### src/rtl/wb_bus_arbiter_if.sv
// rtl/wb_bus_arbiter_if.sv - pipelined Wishbone bus bundle shared by the arbiter's upstream and downstream ports
//
// Parameters: AW address width, DW data width.
// Signals: cyc/stb/we/addr/wdata travel master -> slave; rdata/ack/stall/err travel slave -> master.
// master modport: the side that issues cycles (the arbiter's downstream port; it has no err input).
// slave modport: the side that answers cycles (the arbiter's port towards each requesting unit).
interface wb_bus_arbiter_if #(
    parameter int AW = 32,
    parameter int DW = 32
);
    logic          cyc;
    logic          stb;
    logic          we;
    logic [AW-1:0] addr;
    logic [DW-1:0] wdata;
    logic [DW-1:0] rdata;
    logic          ack;
    logic          stall;
    logic          err;

    modport master (
        output cyc, stb, we, addr, wdata,
        input  rdata, ack, stall
    );

    modport slave (
        input  cyc, stb, we, addr, wdata,
        output rdata, ack, stall, err
    );
endinterface

### src/rtl/wb_bus_arbiter.sv
// rtl/wb_bus_arbiter.sv - two-master pipelined Wishbone arbiter with per-grant watchdog
//
// Parameters: AW address width, DW data width, TIMEOUT cycles (1..255) a granted master may wait
//             for an ack while it has a transaction outstanding.
// Ports:
//   clk    clock
//   reset  synchronous, active-low
//   m0     instruction-fetch unit (slave side of its bus)
//   m1     load/store unit (slave side of its bus)
//   wb     shared downstream bus (master side)
module wb_bus_arbiter #(
    parameter int AW      = 32,
    parameter int DW      = 32,
    parameter int TIMEOUT = 255
) (
    input  logic                  clk,
    input  logic                  reset,
    wb_bus_arbiter_if.slave       m0,
    wb_bus_arbiter_if.slave       m1,
    wb_bus_arbiter_if.master      wb
);
    typedef enum logic [1:0] {
        IDLE = 2'd0,
        GNT0 = 2'd1,
        GNT1 = 2'd2
    } state_t;

    // The watchdog fires in the cycle whose count would reach TIMEOUT, so compare against TIMEOUT-1.
    localparam logic [7:0] WD_LAST = 8'(TIMEOUT - 1);

    state_t        state;
    state_t        state_next;
    logic          last_grant;
    logic [3:0]    outstanding;
    logic [7:0]    wdog;

    logic          granted;
    logic          grant_change;
    logic          sel_cyc;
    logic          sel_stb;
    logic          sel_we;
    logic [AW-1:0] sel_addr;
    logic [DW-1:0] sel_wdata;
    logic          ack_in;
    logic          accept;
    logic          wd_count;
    logic          timeout_hit;

    logic          bus_cyc;
    logic          bus_stb;
    logic          bus_we;
    logic [AW-1:0] bus_addr;
    logic [DW-1:0] bus_wdata;
    logic          m0_ack;
    logic          m0_stall;
    logic          m0_err;
    logic [DW-1:0] m0_rdata;
    logic          m1_ack;
    logic          m1_stall;
    logic          m1_err;
    logic [DW-1:0] m1_rdata;

    assign granted   = (state == GNT0) || (state == GNT1);
    assign sel_cyc   = (state == GNT1) ? m1.cyc   : m0.cyc;
    assign sel_stb   = (state == GNT1) ? m1.stb   : m0.stb;
    assign sel_we    = (state == GNT1) ? m1.we    : m0.we;
    assign sel_addr  = (state == GNT1) ? m1.addr  : m0.addr;
    assign sel_wdata = (state == GNT1) ? m1.wdata : m0.wdata;

    // Acks seen while idle (e.g. stragglers after a reset) never touch the bookkeeping.
    assign ack_in      = granted & wb.ack;
    assign accept      = bus_stb & ~wb.stall;
    assign wd_count    = granted && (outstanding != 4'd0) && !wb.ack;
    assign timeout_hit = wd_count && (wdog == WD_LAST);

    always_ff @(posedge clk) begin
        if (!reset) begin
            state <= IDLE;
        end else begin
            state <= state_next;
        end
    end

    always_comb begin
        state_next = state;
        case (state)
            IDLE: begin
                if (m0.cyc && m1.cyc) begin
                    state_next = last_grant ? GNT0 : GNT1;
                end else if (m0.cyc) begin
                    state_next = GNT0;
                end else if (m1.cyc) begin
                    state_next = GNT1;
                end
            end
            GNT0: begin
                if (timeout_hit) begin
                    state_next = IDLE;
                end else if (!m0.cyc) begin
                    state_next = m1.cyc ? GNT1 : IDLE;
                end
            end
            GNT1: begin
                if (timeout_hit) begin
                    state_next = IDLE;
                end else if (!m1.cyc) begin
                    state_next = m0.cyc ? GNT0 : IDLE;
                end
            end
            default: state_next = IDLE;
        endcase
    end

    assign grant_change = (state_next != state);

    always_ff @(posedge clk) begin
        if (!reset) begin
            last_grant  <= 1'b1;
            outstanding <= 4'd0;
            wdog        <= 8'd0;
        end else if (grant_change) begin
            outstanding <= 4'd0;
            wdog        <= 8'd0;
            if (state_next == GNT0) begin
                last_grant <= 1'b0;
            end else if (state_next == GNT1) begin
                last_grant <= 1'b1;
            end
        end else begin
            if (accept && !ack_in) begin
                if (outstanding != 4'd15) begin
                    outstanding <= outstanding + 4'd1;
                end
            end else if (ack_in && !accept) begin
                if (outstanding != 4'd0) begin
                    outstanding <= outstanding - 4'd1;
                end
            end
            if (ack_in) begin
                wdog <= 8'd0;
            end else if (wd_count) begin
                wdog <= wdog + 8'd1;
            end
        end
    end

    always_comb begin
        bus_cyc   = 1'b0;
        bus_stb   = 1'b0;
        bus_we    = 1'b0;
        bus_addr  = '0;
        bus_wdata = '0;
        m0_ack    = 1'b0;
        m0_stall  = 1'b1;
        m0_err    = 1'b0;
        m0_rdata  = '0;
        m1_ack    = 1'b0;
        m1_stall  = 1'b1;
        m1_err    = 1'b0;
        m1_rdata  = '0;
        if (granted) begin
            // The timeout cycle drops the bus so the slave sees the hung cycle abandoned.
            bus_cyc   = sel_cyc & ~timeout_hit;
            bus_stb   = sel_cyc & sel_stb & ~timeout_hit;
            bus_we    = sel_we;
            bus_addr  = sel_addr;
            bus_wdata = sel_wdata;
        end
        // Stall is held high in the timeout cycle so the master does not count a strobe the bus never saw.
        if (state == GNT0) begin
            m0_ack   = wb.ack;
            m0_stall = wb.stall | timeout_hit;
            m0_err   = timeout_hit;
            m0_rdata = wb.rdata;
        end
        if (state == GNT1) begin
            m1_ack   = wb.ack;
            m1_stall = wb.stall | timeout_hit;
            m1_err   = timeout_hit;
            m1_rdata = wb.rdata;
        end
    end

    assign wb.cyc   = bus_cyc;
    assign wb.stb   = bus_stb;
    assign wb.we    = bus_we;
    assign wb.addr  = bus_addr;
    assign wb.wdata = bus_wdata;
    assign m0.ack   = m0_ack;
    assign m0.stall = m0_stall;
    assign m0.err   = m0_err;
    assign m0.rdata = m0_rdata;
    assign m1.ack   = m1_ack;
    assign m1.stall = m1_stall;
    assign m1.err   = m1_err;
    assign m1.rdata = m1_rdata;
endmodule
### src/flat_wrapper.sv
// flat-port wrapper written by rule: the top's interface ports become plain ports
module wb_bus_arbiter_flat 
#(
    parameter int AW      = 32,
    parameter int DW      = 32,
    parameter int TIMEOUT = 255
)
  (clk, reset, m0_cyc, m0_stb, m0_we, m0_addr, m0_wdata, m0_rdata, m0_ack, m0_stall, m0_err, m1_cyc, m1_stb, m1_we, m1_addr, m1_wdata, m1_rdata, m1_ack, m1_stall, m1_err, wb_cyc, wb_stb, wb_we, wb_addr, wb_wdata, wb_rdata, wb_ack, wb_stall);
  wb_bus_arbiter_if #(.AW(AW), .DW(DW)) m0_i ();
  wb_bus_arbiter_if #(.AW(AW), .DW(DW)) m1_i ();
  wb_bus_arbiter_if #(.AW(AW), .DW(DW)) wb_i ();
  input  logic clk;
  input  logic reset;
  input wire logic [$bits(m0_i.cyc)-1:0] m0_cyc;
  input wire logic [$bits(m0_i.stb)-1:0] m0_stb;
  input wire logic [$bits(m0_i.we)-1:0] m0_we;
  input wire logic [$bits(m0_i.addr)-1:0] m0_addr;
  input wire logic [$bits(m0_i.wdata)-1:0] m0_wdata;
  output wire logic [$bits(m0_i.rdata)-1:0] m0_rdata;
  output wire logic [$bits(m0_i.ack)-1:0] m0_ack;
  output wire logic [$bits(m0_i.stall)-1:0] m0_stall;
  output wire logic [$bits(m0_i.err)-1:0] m0_err;
  input wire logic [$bits(m1_i.cyc)-1:0] m1_cyc;
  input wire logic [$bits(m1_i.stb)-1:0] m1_stb;
  input wire logic [$bits(m1_i.we)-1:0] m1_we;
  input wire logic [$bits(m1_i.addr)-1:0] m1_addr;
  input wire logic [$bits(m1_i.wdata)-1:0] m1_wdata;
  output wire logic [$bits(m1_i.rdata)-1:0] m1_rdata;
  output wire logic [$bits(m1_i.ack)-1:0] m1_ack;
  output wire logic [$bits(m1_i.stall)-1:0] m1_stall;
  output wire logic [$bits(m1_i.err)-1:0] m1_err;
  output wire logic [$bits(wb_i.cyc)-1:0] wb_cyc;
  output wire logic [$bits(wb_i.stb)-1:0] wb_stb;
  output wire logic [$bits(wb_i.we)-1:0] wb_we;
  output wire logic [$bits(wb_i.addr)-1:0] wb_addr;
  output wire logic [$bits(wb_i.wdata)-1:0] wb_wdata;
  input wire logic [$bits(wb_i.rdata)-1:0] wb_rdata;
  input wire logic [$bits(wb_i.ack)-1:0] wb_ack;
  input wire logic [$bits(wb_i.stall)-1:0] wb_stall;
  assign m0_i.cyc = m0_cyc;
  assign m0_i.stb = m0_stb;
  assign m0_i.we = m0_we;
  assign m0_i.addr = m0_addr;
  assign m0_i.wdata = m0_wdata;
  assign m0_rdata = m0_i.rdata;
  assign m0_ack = m0_i.ack;
  assign m0_stall = m0_i.stall;
  assign m0_err = m0_i.err;
  assign m1_i.cyc = m1_cyc;
  assign m1_i.stb = m1_stb;
  assign m1_i.we = m1_we;
  assign m1_i.addr = m1_addr;
  assign m1_i.wdata = m1_wdata;
  assign m1_rdata = m1_i.rdata;
  assign m1_ack = m1_i.ack;
  assign m1_stall = m1_i.stall;
  assign m1_err = m1_i.err;
  assign wb_cyc = wb_i.cyc;
  assign wb_stb = wb_i.stb;
  assign wb_we = wb_i.we;
  assign wb_addr = wb_i.addr;
  assign wb_wdata = wb_i.wdata;
  assign wb_i.rdata = wb_rdata;
  assign wb_i.ack = wb_ack;
  assign wb_i.stall = wb_stall;
  wb_bus_arbiter #(.AW(AW), .DW(DW), .TIMEOUT(TIMEOUT)) u_core (.clk(clk), .reset(reset), .m0(m0_i), .m1(m1_i), .wb(wb_i));
endmodule
### config.mk
export PLATFORM = sky130hd
export DESIGN_NAME = wb_bus_arbiter_flat
export DESIGN_NICKNAME = d
export VERILOG_FILES = /design/src/rtl/wb_bus_arbiter_if.sv /design/src/rtl/wb_bus_arbiter.sv /design/src/flat_wrapper.sv
export SDC_FILE = /design/constraint.sdc
export NUM_CORES = 1
export LEC_CHECK = 0
export BUFFER_PORTS_ARGS = -buffer_cell sky130_fd_sc_hd__buf_2
export CORE_AREA = 3 3 117 119
export DETAILED_ROUTE_END_ITERATION = 6
export DIE_AREA = 0 0 120 122
export GPL_ROUTABILITY_DRIVEN = 0
export GPL_TIMING_DRIVEN = 0
export PLACE_DENSITY_LB_ADDON = 0.05
export SLEW_MARGIN = 10
export SYNTH_ARGS = -nofsm -noshare
export SYNTH_HDL_FRONTEND = slang
export SYNTH_SLANG_ARGS = --single-unit
export TNS_END_PERCENT = 100
### constraint.sdc
create_clock -name clk -period 2.97 [get_ports clk]
set_input_delay 0.1485 -clock clk [delete_from_list [all_inputs] [get_ports clk]]
set_output_delay 0.1485 -clock clk [all_outputs]
set_load 0.01 [all_outputs]
==> impl_metrics.py <==
metrics = {
    "synth": {
        "synth_edf_count": 0,
        "postSynthRegisterBits": 15,
        "netlist_area_um2": 2670,
        "async_flop_share_pct": 0,
        "synth.avg_cell_area_um2": 7.92,
        "yosys_most_used_dff": "dfxtp_1",
        "synthesis.nets": 518,
        "netlist_cell_types": 41,
        "netlist_instances": 337,
        "ys_seq_area_share_pct": 11.3,
        "yosysWarnings": 0,
    },
    "sta": {
        "timing.final.crit_share_pct": 94.2,
        "tightestPinTransition_ps": 666,
        "report.final.hold_viol_count": 0,
        "max_slew_margin_pct": 55.6,
        "timing.final.crit_period_ps": 2800,
        "final_critical_path_setup_slack_ps": 171,
        "worst_hold_slack_across_all_endpoints_ps": 180,
        "rsz0062_at_grt": "true",
        "final-max-slew-violation-count": 0,
        "setup_total_negative_slack_ps": 0,
        "timing.final.setup_violations": 0,
        "fin_worst_skew_ps": 3.85,
        "fmax_mhz": 357,
    },
    "pwr": {
        "pwr_density_cell_nw_per_um2": 373,
        "power.static_leakage_nw": 2.43,
        "irDropWorstVdd_v": 0.000189,
        "post-layout-total-power_w": 0.00170,
    },
    "cts": {
        "clockRootBuffer": "clkbuf_16",
        "tritoncts": "built",
        "clock_insertion_delay_worst_skew_ps": 240,
        "numClockSinks": 15,
        "clk_path_buf_depth": 2,
        "clock_tree.htree_level_count": 1,
        "clk_transition_reported_paths_ps": 50,
        "ctsHoldBuffers": 0,
        "numCtsBuffers": 3,
    },
    "die": {
        "die_width_um": 120,
        "die_area_um2": 14600,
        "dieHeight_um": 122,
        "floorplan.core_area_um2": 12700,
        "standard_cell_row_count": 41,
        "boundaryPins": 307,
        "starting_density_of_the_core_pct": 21.1,
    },
    "worst_setup_path": {
        "critical_path_required_time_ps": 3100,
        "cp_capture_type": "register",
        "timing.rr.start": "u_core.state[0]",
        "timing.setup.critical_path_class": "register to register",
        "crit_path_start_kind": "register",
        "rrSetupSlack_ps": 170,
        "cp_max_fo": 6,
        "arrival_ps": 2930,
        "r2r_cells": 16,
        "worst_path_dominant_cell_family": "adder cells",
        "slowest_delay_ps": 390,
        "reg2reg_to": "u_core.outstanding[3]",
        "worstPathBufferInverterCount": 3,
        "crit_path_top_delay_cell": "dfxtp_4",
        "cp_cell_sequence": "inv_2 > ha_1 > buf_2 > mux2i_1 > nor3b_2 > nor2b_4 > nor2b_2 > ha_2 > inv_2 > ha_1 > a21o_1 > a21oi_2 > xnor2_1 > nor2_1 > xnor2_1 > nor2_1",
    },
    "final_layout": {
        "areaGrowthSynthToFinish_pct": 70.9,
        "mostFrequentLayoutCells": "buf_2, mux2i_1, and2_1",
        "antenna_cells": 0,
        "drive_gt1_share_pct": 54.1,
        "final_common_cell": "buf_2",
        "number_of_nets_in_the_final_layout": 831,
        "final_non_filler_cell_total": 821,
    },
    "detailed_routing": {
        "routed-via-count": 3420,
        "ant_nets": 0,
        "post_drt_wl_per_cell_um": 14.5,
        "first_pass_iters": 4,
        "drt_drc_violations_left": 0,
        "routed_via_density": 4.17,
        "initial_detailed_routing_violation_count": 51,
        "postRouteWirelength_um": 11900,
    },
    "global_route": {
        "grt_antenna_before_repair": 0,
        "maximum_number_of_pins_on_one_net_before_global_route_repair": 11,
        "grt_first_pass_wirelength_um": 17300,
        "global_route_total_usage_across_every_layer_pct": 14.7,
        "gr-total-overflow": 0,
        "first_global_vias": 3476,
    },
    "hold_path": {
        "worstHoldPathType": "input port to register",
        "holdCritStartpoint": "reset",
        "whs_path_depth": 2,
        "timing.hold.worst_endpoint": "u_core.state[0]",
    },
    "flow_run": {
        "maxCapViolations": 0,
    },
    "outcome": {
        "run_status": "completed",
    },
    "placed_design": {
        "detailed_place_hpwl_um": 10600,
        "number_of_input_and_output_port_buffers_inserted": 306,
        "placed_cells": 815,
        "placement.setup.worst_slack_ps": -237,
    },
}
[area by class of cell]
type	count	area [um^2]
plain buffers	25	119
clock buffers	4	78.8
fillers	1378	8110
inverters	7	26.3
multi-input cells	290	2260
flip-flops and latches	15	308
well taps	172	215
repair buffers	308	1550
[flip-flops by register name (all words and copies together), names as in the netlist]
signal              flops
u_core.last_grant       1
u_core.wdog             8
u_core.state            2
u_core.outstanding      4
[worst max path at each step]
stage,from,depth (start not counted),to
final,u_core.state[0],16,u_core.outstanding[3]
after global routing,u_core.state[0],16,u_core.outstanding[3]
after CTS,u_core.state[0],16,u_core.outstanding[3]
after detailed placement,u_core.state[0],16,u_core.outstanding[3]
after global placement,u_core.state[0],16,u_core.outstanding[3]
after floorplan,u_core.state[0],16,u_core.outstanding[3]
[synth_stat cells (2+ instances only)]
cell type / number / area, um^2
a21oi_1: 4 / 20.0
nand2_1: 8 / 30.0
nand3_1: 4 / 20.0
dfxtp_1: 15 / 300
nand2b_1: 3 / 18.8
a22o_1: 2 / 17.5
nor4_4: 2 / 42.5
xnor2_1: 7 / 61.3
and3_1: 2 / 12.5
and2_2: 4 / 30.0
buf_6: 2 / 22.5
clkbuf_1: 15 / 56.3
inv_1: 7 / 26.3
nor2_1: 12 / 45.0
nor2b_1: 67 / 419
xor2_1: 5 / 43.8
ha_1: 10 / 125
buf_2: 6 / 30.0
and2_1: 67 / 419
nand4_1: 2 / 12.5
mux2i_1: 68 / 681
nor3_2: 6 / 60.1
[cell families after synthesis]
| kind of cell | Yosys count | share of synthesized area (%) |
|---|---|---|
| compound gates | 14 | 3.94 |
| xor+xnor | 13 | 4.55 |
| fa+ha+maj | 11 | 5.44 |
| buf+inv | 32 | 5.39 |
| flops | 15 | 11.3 |
| mux | 69 | 25.9 |
| simple gates | 183 | 43.5 |
[where the power goes]
| part | total, W | switching, W | internal [W] |
|---|---|---|---|
| clock | 0.000256 | 0.0000749 | 0.000181 |
| combinational | 0.00122 | 0.000636 | 0.000585 |
| sequential | 0.000224 | 0.0000120 | 0.000212 |
| total | 0.00170 | 0.000723 | 0.000978 |
[layer usage]
metal	track usage, %	wire (um)	up-vias
li1	-	-	1735
met4	3.29	170	0
met5	0	0	-
met2	29.7	6490	196
met1	15.1	4210	1477
met3	3.44	1010	12
[stage by stage]
stage	utilization, %	instance area, um^2
6_report	36.0	4560
2_1_floorplan	-	2690
3_3_place_gp	35.0	4430
3_5_place_dp	35.0	4430
4_1_cts	35.8	4540
5_1_grt	36.0	4560
[what timing repair did]
item,in CTS,in global routing
resized for setup,5,6
setup buffers,1,1
pin swaps,1,3
endpoints found under the hold margin,0,0
setup endpoints to repair,1,31
No activity file was read; power rests on OpenSTA's default activity.
